## src/rtl/fcmp_sched.sv

```systemverilog
// Two-requester shared single-precision compare unit (FEQ/FLT/FLE).
// Round-robin grant feeds a 2-stage pipe: operand register, then result register.

module fcmp_core (
  input  logic [1:0]  op,
  input  logic [31:0] a,
  input  logic [31:0] b,
  output logic        cmp,
  output logic        nv
);
  localparam logic [1:0] OP_FEQ = 2'b00;
  localparam logic [1:0] OP_FLT = 2'b01;
  localparam logic [1:0] OP_FLE = 2'b10;

  logic a_nan, b_nan, a_snan, b_snan, both_zero, eq, lt;

  always_comb begin
    a_nan     = (&a[30:23]) && (|a[22:0]);
    b_nan     = (&b[30:23]) && (|b[22:0]);
    a_snan    = a_nan && !a[22];
    b_snan    = b_nan && !b[22];
    both_zero = ~|{a[30:0], b[30:0]};
    eq        = both_zero || (a == b);
    // sign-magnitude: magnitude order flips for negatives, +/-0 tie handled above
    if (a[31] != b[31])  lt = a[31] && !both_zero;
    else if (a[31])      lt = a[30:0] > b[30:0];
    else                 lt = a[30:0] < b[30:0];

    cmp = 1'b0;
    nv  = 1'b0;
    if (a_nan || b_nan) begin
      if (op == OP_FEQ)                     nv = a_snan || b_snan;
      else if (op == OP_FLT || op == OP_FLE) nv = 1'b1;
    end else begin
      case (op)
        OP_FEQ:  cmp = eq;
        OP_FLT:  cmp = lt;
        OP_FLE:  cmp = lt || eq;
        default: cmp = 1'b0;
      endcase
    end
  end
endmodule

module fcmp_sched #(
  parameter int TAG_W = 5
) (
  input  logic             clk,
  input  logic             rst,
  input  logic             flush,
  input  logic             req0_valid,
  output logic             req0_ready,
  input  logic [1:0]       req0_op,
  input  logic [31:0]      req0_x1,
  input  logic [31:0]      req0_x2,
  input  logic [TAG_W-1:0] req0_tag,
  input  logic             req1_valid,
  output logic             req1_ready,
  input  logic [1:0]       req1_op,
  input  logic [31:0]      req1_x1,
  input  logic [31:0]      req1_x2,
  input  logic [TAG_W-1:0] req1_tag,
  output logic             resp_valid,
  input  logic             resp_ready,
  output logic             resp_src,
  output logic [TAG_W-1:0] resp_tag,
  output logic [31:0]      resp_data,
  output logic             resp_nv
);
  localparam int NREQ = 2;

  typedef struct packed {
    logic             src;
    logic [TAG_W-1:0] tag;
    logic [1:0]       op;
    logic [31:0]      x1;
    logic [31:0]      x2;
  } s1_t;

  typedef struct packed {
    logic             src;
    logic [TAG_W-1:0] tag;
    logic             cmp;
    logic             nv;
  } s2_t;

  logic [NREQ-1:0]             vld, rdy, acc;
  logic [NREQ-1:0][1:0]        op_a;
  logic [NREQ-1:0][31:0]       x1_a, x2_a;
  logic [NREQ-1:0][TAG_W-1:0]  tag_a;

  logic [2:1] vld_pipe;
  logic       rr_ptr;
  s1_t        s1, sel;
  s2_t        s2;
  logic       s1_en, s2_en, base_rdy, accept, gidx, cmp, nv;

  assign vld   = {req1_valid, req0_valid};
  assign op_a  = {req1_op, req0_op};
  assign x1_a  = {req1_x1, req0_x1};
  assign x2_a  = {req1_x2, req0_x2};
  assign tag_a = {req1_tag, req0_tag};

  assign s2_en    = !vld_pipe[2] || resp_ready;
  assign s1_en    = !vld_pipe[1] || s2_en;
  assign base_rdy = s1_en && !flush && !rst;

  // Each port's ready looks only at the other port's valid, never its own.
  for (genvar g = 0; g < NREQ; g++) begin : g_rdy
    assign rdy[g] = base_rdy && (!vld[NREQ-1-g] || rr_ptr == 1'(g));
  end

  assign acc        = vld & rdy;
  assign accept     = |acc;
  assign gidx       = acc[1];
  assign req0_ready = rdy[0];
  assign req1_ready = rdy[1];

  always_comb begin
    sel     = '0;
    sel.src = gidx;
    sel.tag = tag_a[gidx];
    sel.op  = op_a[gidx];
    sel.x1  = x1_a[gidx];
    sel.x2  = x2_a[gidx];
  end

  fcmp_core u_core (
    .op  (s1.op),
    .a   (s1.x1),
    .b   (s1.x2),
    .cmp (cmp),
    .nv  (nv)
  );

  always_ff @(posedge clk or posedge rst) begin
    if (rst) begin
      vld_pipe <= '0;
      rr_ptr   <= 1'b0;
      s1       <= '0;
      s2       <= '0;
    end else begin
      if (accept) rr_ptr <= ~gidx;
      if (flush) begin
        vld_pipe <= '0;
      end else begin
        if (s2_en) begin
          vld_pipe[2] <= vld_pipe[1];
          if (vld_pipe[1]) s2 <= '{src: s1.src, tag: s1.tag, cmp: cmp, nv: nv};
        end
        if (s1_en) begin
          vld_pipe[1] <= accept;
          if (accept) s1 <= sel;
        end
      end
    end
  end

  assign resp_valid = vld_pipe[2];
  assign resp_src   = s2.src;
  assign resp_tag   = s2.tag;
  assign resp_data  = {31'b0, s2.cmp};
  assign resp_nv    = s2.nv;
endmodule

```

## config.mk

```make
export PLATFORM = sky130hd
export DESIGN_NAME = fcmp_sched
export DESIGN_NICKNAME = d
export VERILOG_FILES = /design/src/rtl/fcmp_sched.sv
export SDC_FILE = /design/constraint.sdc
export NUM_CORES = 1
export LEC_CHECK = 0
export ABC_AREA = 1
export CORE_ASPECT_RATIO = 0.8
export CORE_MARGIN = 3
export CORE_UTILIZATION = 44
export DETAILED_ROUTE_END_ITERATION = 8
export GPL_ROUTABILITY_DRIVEN = 0
export GPL_TIMING_DRIVEN = 1
export MAX_ROUTING_LAYER = met4
export PLACE_DENSITY = 0.89
export SYNTH_ARGS = -nofsm -noshare
export SYNTH_HDL_FRONTEND = slang
export SYNTH_HIERARCHICAL = 1
export SYNTH_SLANG_ARGS = --single-unit
```

## constraint.sdc

```tcl
create_clock -name clk -period 2.49 [get_ports clk]
set_input_delay 0.498 -clock clk [delete_from_list [all_inputs] [get_ports clk]]
set_output_delay 0.498 -clock clk [all_outputs]
set_load 0.02 [all_outputs]
```

==> impl_results.md, run 1 <==
* Clock root buffer master: clkbuf_16
* Cell Area, Synth at 6250 sq um
* Crit path required time at 1.99 ns
* Die W at 139 um
* Crit path from: req0_valid
* Worst Hold Class: register to register
* CP Class: input port to primary output
* First DRT Iteration DRCs at 330
* Largest net degree at the start of global routing at 84
* CP max stage delay at 0.60 ns
* Worst Hold Launch: s1[19]
* Gr ovfl total at 0
* Post-route ant nets at 0
* FF-to-FF Start: s1[22]
* Min cycle time layout at 2.37 ns
* Main synth FF type: dfrtp_1
* Antenna violations before repair at 1
* Startpoint types: input port
* Final Core Density at 58.8%
* Slew Viols, Final at 0
* Residual DRC at 0
* Synthesized area per cell at 7.11 sq um
* Worst-Skew Late Latency at 0.34 ns
* Wirelength per Cell at 13.5 um
* Drt total wl at 16400 um
* Via count at 5882
* Initial core utilization at 45.5%
* Number of global-route vias before repair at 5676
* Post-synthesis sequential area ratio at 33.3%
* Critical path arrival at 1.87 ns
* Num CTS Buffers at 9
* Layout cells sized above 1 at 4.58%
* CTS Sinks at 83
* Ys Warns at 6
* Synth unique cells at 32
* Maximum Capacitance Violations at 0
* Nets@finish at 1205
* Post-Layout Cell Count at 1208
* Seq cells post-synth at 83
* CTS Buffer Depth at 2
* Synth async-reset ratio at 100%
* Maximum vdd drop at 0.373 mV
* Worst-margin pin slew at 1.05 ns
* Final HPWL DP at 12300 um
* Critical path's top delay family: buffers and inverters
* CTS Hold Bufs at 0
* Setup-failing EPs final at 0
* Placed inst area at 7790 sq um
* Setup Skew at 0.00784 ns
* Final Instance Area at 8090 sq um
* PortBufs at 158
* Most common cell after layout, fill and taps aside: nand2_1
* Power density over the cells at 673 nW/um^2
* I/O pins at 190
* Static leakage at 4.16 nW
* H-tree Lvls at 3
* CTS tree: done
* Period utilization at 95.0%
* Clock transition at the registers of the reported paths at 0.06 ns
* Cells after synthesis at 878
* Critical-path cell list: clkdlybuf4s50_1 -> nand2_1 -> nand4_4 -> inv_2 -> clkdlybuf4s50_1
* Fin. Hold Viols at 0
* Place WS at -0.0179 ns
* TritonRoute pass-1 iters at 4
* CP most frequent cell: clkdlybuf4s50_1
* Critical Path End Type: primary output
* Post-synth EDFFs at 0
* Final WS setup at 0.124 ns
* Worst path slowest cell: clkdlybuf4s50_1
* Unrepaired setup endpoints after global routing: false
* Cell Count Post-Placement at 1191
* F_max at 423 MHz
* Status: complete, no violations
* Gr usage total at 21.5%
* Die height at 113 um
* Setup TNS at 0 ns
* Commonest non-fill, non-tap cells in the layout: nand2_1, clkdlybuf4s50_1, inv_1, nand3_1, dfrtp_1
* Core Region at 13700 sq um
* # rows at 38
* FF-to-FF setup slack at 0.31 ns
* Crit path buf inv count at 3
* Layout fillers at 1241
* Slew headroom at 29.7%
* First-pass GRT wire length at 27000 um
* Worst-path maximum fanout at 3
* DR vias/cell at 4.87
* Synth-to-Final Area Change at 29.4%
* DIE AREA at 15700 sq um
-- per-stage QoR --
step / hold slack (ns) / power [mW]
after floorplan: 0.445 / 3.43
after global placement: 0.459 / 4.05
after detailed placement: 0.465 / 4.14
after CTS: 0.482 / 5.47
after global routing: 0.499 / 5.89
final: 0.477 / 5.44
-- cells by family (layout without fill, tap and decap cells) --
| group | count (synthesis) | count (layout) | share of synthesized area, % |
|---|---|---|---|
| and+or+nand+nor | 447 | 447 | 30.8 |
| other | 1 | 32 | 0.0600 |
| buffers and inverters | 213 | 332 | 17.2 |
| adders and majority gates | 35 | 35 | 7.01 |
| DFF | 83 | 83 | 33.3 |
| muxes | 7 | 7 | 1.26 |
| AOI/OAI and AO/OA | 92 | 92 | 10.4 |
-- Yosys cell counts (2+ instances only) --
library cell    n  area [sq um]
o21ai_0         4          20.0
ha_1           35           438
clkbuf_1       14          52.6
dfrtp_1        83          2080
nand4_1        10          62.6
buf_4          31           233
nand2_1       292          1100
nor2_8          2          40.0
inv_1         141           529
a21oi_1        11          55.1
o21ai_1         2          10.0
nor3_1          5          25.0
o21bai_1       71           533
nor4_1          5          31.3
buf_6          21           236
nand3_1        91           455
mux2_2          7          78.8
inv_2           6          22.5
nor2_1         34           128
-- what timing repair did --
item | 4_1_cts | 5_1_grt
endpoints found under the setup margin | 1 | 0
gates resized for setup | 1 | 0
buffers inserted | 0 | 0
-- cell type report --
type                       count  area, sq um  share of cell area [%]
multi-input combinational    612         3210                    39.7
sequential                    83         2080                    25.7
timing repair buffer         169         1730                    21.3
inverter                     147          554                    6.86
clock buffer                  15          288                    3.56
tap                          180          225                    2.79
clock inverter                 1         5.00                  0.0619
antenna                        1         2.50                  0.0310
-- layer usage --
| layer | routed length [um] | track usage, % | vias to the layer above |
|---|---|---|---|
| li1 | - | - | 2963 |
| met1 | 7730 | 29.7 | 2712 |
| met2 | 7410 | 33.0 | 187 |
| met3 | 985 | 3.83 | 20 |
| met4 | 222 | 5.48 | 0 |
| met5 | 0 | - | - |
-- flip-flops by register name, indices dropped and copies added, names as in the netlist --
name / cells
resp_data: 1
resp_src: 1
vld_pipe: 2
resp_nv: 1
s1: 72
rr_ptr: 1
resp_tag: 5
-- power breakdown --
group	switching (mW)	internal [mW]	leakage, nW
registers	0.320	1.71	1.03
logic	1.17	0.944	2.98
clock network	0.512	0.784	0.146
total	2.00	3.44	4.16
-- worst min-delay path, cell delays in order (launching register included) --
cell     delay [ns]
dfrtp_1        0.34
nand2_1        0.05
nand2_1        0.05
-- final timing paths --
kind / endpoint / cells after the start
min in group asynchronous: s1[69] / 3
hold reg to reg: s1[19] / 2
max in group asynchronous: s1[50] / 3
setup / recovery: req1_ready / 5
hold / removal: s1[19] / 2
setup reg to reg: resp_data[0] / 15
Power figures use the tool's default switching activity.
==> run 2, diff against run 1 <==
--- a/config.mk
+++ b/config.mk
@@ -6,6 +6,7 @@
 export NUM_CORES = 1
 export LEC_CHECK = 0
 export ABC_AREA = 1
+export CAP_MARGIN = 20
 export CORE_ASPECT_RATIO = 0.8
 export CORE_MARGIN = 3
 export CORE_UTILIZATION = 44
==> run 2 against run 1 <==
Worst setup slack got worse by 0.00089 ns. Sequential power about the same. First-iteration DRC count rose by 8.2%. Clock skew about the same. Largest power group unchanged. Routed wire length increased by 0.24%. Design area is 0.34% higher. Clock power about the same. Critical endpoint unchanged. Count of clock-buffer cells in the layout is the same.
==> impl_results.md, run 2 (synthesized netlist as in run 1, its figures left out) <==
* Internal at 3.44 mW (+0.15%)
* Setup Skew at 0.00828 ns (+0.000437 ns)
* DR vias/cell at 4.84 (-0.52%)
* TritonRoute pass-1 iters at 5 (+1)
* Placed inst area at 7790 sq um (unchanged)
* Nets@finish at 1206 (+0.083%)
* Slew headroom at 62.7% (+33 points)
* Status: complete, no violations
* Num CTS Buffers at 9 (unchanged)
* Power density over the cells at 673 nW/um^2 (about the same)
* Period utilization at 95.0% (about the same)
* Largest net degree at the start of global routing at 84 (unchanged)
* Slew Viols, Final at 0 (unchanged)
* Post-route ant nets at 0 (unchanged)
* F_max at 423 MHz (about the same)
* Clock root buffer master: clkbuf_16
* Wirelength per Cell at 13.6 um (+0.16%)
* Clk pwr share at 23.8% (about the same)
* Setup TNS at 0 ns (unchanged)
* Antenna violations before repair at 1 (unchanged)
* Worst-Skew Late Latency at 0.34 ns (about the same)
* Critical-path cell list: clkdlybuf4s50_1 -> nand2_1 -> nand4_4 -> inv_2 -> clkdlybuf4s50_1
* CP max stage delay at 0.60 ns (about the same)
* Crit path buf inv count at 3 (unchanged)
* Worst path slowest cell: clkdlybuf4s50_1
* Setup-failing EPs final at 0 (unchanged)
* I/O pins at 190 (unchanged)
* Final Instance Area at 8110 sq um (+0.34%)
* NetSw at 2.01 mW (+0.47%)
* CTS Hold Bufs at 0 (unchanged)
* CTS Buffer Depth at 2 (unchanged)
* CP Class: input port to primary output
* Startpoint types: input port
* Clock transition at the registers of the reported paths at 0.06 ns (about the same)
* Post-cts sizing count at 1 (unchanged)
* Met3 Use GR at 3.83% (unchanged)
* Gr usage total at 21.5% (unchanged)
* Crit path from: req0_valid
* Worst-margin pin slew at 0.558 ns (-0.496 ns)
* Maximum Capacitance Violations at 0 (unchanged)
* Post-Layout Cell Count at 1209 (+0.083%)
* Worst Hold Launch: s1[19]
* Drt total wl at 16400 um (+0.24%)
* Critical path arrival at 1.87 ns (about the same)
* Die height at 113 um (unchanged)
* First-pass GRT wire length at 27000 um (unchanged)
* Gr ovfl total at 0 (unchanged)
* Part of the power in registers at 37.3% (about the same)
* CP most frequent cell: clkdlybuf4s50_1
* DIE AREA at 15700 sq um (unchanged)
* Static leakage at 4.17 nW (+0.30%)
* Worst Hold Class: register to register
* Maximum vdd drop at 0.374 mV (+0.32%)
* Initial core utilization at 45.5% (unchanged)
* FF-to-FF Start: s1[22]
* Switch share at 36.9% (+0.075 points)
* PortBufs at 158 (unchanged)
* Die W at 139 um (unchanged)
* H-tree Lvls at 3 (unchanged)
* Synth-to-Final Area Change at 29.9%
* Hold WS at 0.478 ns (+0.000612 ns)
* Max reg flops at 72 (unchanged)
* Largest register by flop count: s1
* Critical Path End Type: primary output
* Number of global-route vias before repair at 5676 (unchanged)
* Via count at 5856 (-0.44%)
* Layout cells sized above 1 at 4.67% (+0.093 points)
* Met1 Use GR at 29.7% (unchanged)
* Residual DRC at 0 (unchanged)
* Postcts setup bufs at 0 (unchanged)
* Fin. Hold Viols at 0 (unchanged)
* First DRT Iteration DRCs at 357 (+8.2%)
* CTS Sinks at 83 (unchanged)
* Min cycle time layout at 2.37 ns (+0.000895 ns)
* Worst-path maximum fanout at 3 (unchanged)
* Most common cell after layout, fill and taps aside: nand2_1
* Critical path's top delay family: buffers and inverters
* Crit path required time at 1.99 ns (about the same)
* Commonest non-fill, non-tap cells in the layout: nand2_1, clkdlybuf4s50_1, inv_1, nand3_1, dfrtp_1
* Core Region at 13700 sq um (unchanged)
* Met2 Use GR at 33.0% (unchanged)
* Final HPWL DP at 12300 um (unchanged)
* Cell Count Post-Placement at 1191 (unchanged)
* Final Core Density at 59.0% (+0.20 points)
* GRT busiest layer: met2
* # rows at 38 (unchanged)
* CTS tree: done
* Unrepaired setup endpoints after global routing: false
* Comb pwr share at 38.9% (about the same)
-- run 2: cell type report --
class	instances	area, sq um
clock inverter	1	5.00
antenna	1	2.50
tap	180	225
fill	1236	5630
multi-input combinational	612	3210
clock buffer	15	288
inverter	147	554
sequential	83	2080
timing repair buffer	170	1750
-- run 2: per-layer routing --
metal / up-vias / share of wire (%)
met5: - / 0
met2: 191 / 45
met4: 0 / 1.3
met1: 2681 / 48
met3: 20 / 5.7
li1: 2964 / -
-- run 2: path summary, 6_finish.rpt --
check / cells after the start / end / slack, ns
setup / recovery: 5 / req1_ready / 0.12
hold / removal: 2 / s1[19] / 0.48
setup reg to reg: 15 / resp_data[0] / 0.28
hold reg to reg: 2 / s1[19] / 0.48
max in group asynchronous: 4 / s1[50] / 1.36
min in group asynchronous: 3 / s1[69] / 0.53
-- run 2: through the flow --
stage	setup WS, ns	total power [mW]
floorplan	0.185	3.43
global placement	0.0413	4.05
detailed placement	-0.0179	4.14
CTS	0.108	5.47
global route	0.0541	5.89
finish	0.123	5.46
-- run 2: worst reg2reg max path, delay by kind of cell, from the launching register on --
| kind | cells | cell delay, ns |
|---|---|---|
| adder cells (fa/ha/maj) | 1 | 0.29 |
| AO/OA/AOI/OAI | 3 | 0.39 |
| flip-flops | 1 | 0.43 |
| multiplexers | 1 | 0.25 |
| buffers and inverters | 3 | 0.24 |
| AND/OR/NAND/NOR | 7 | 0.50 |
-- run 2: power by group through the flow --
stage                     registers [mW]  logic [mW]  clock network (mW)
after CTS                           2.03        2.12                1.32
after global routing                2.08        2.44                1.37
after floorplan                     2.01        1.42                   0
final                               2.03        2.13                1.30
after global placement              2.04        2.01                   0
after detailed placement            2.04        2.10                   0
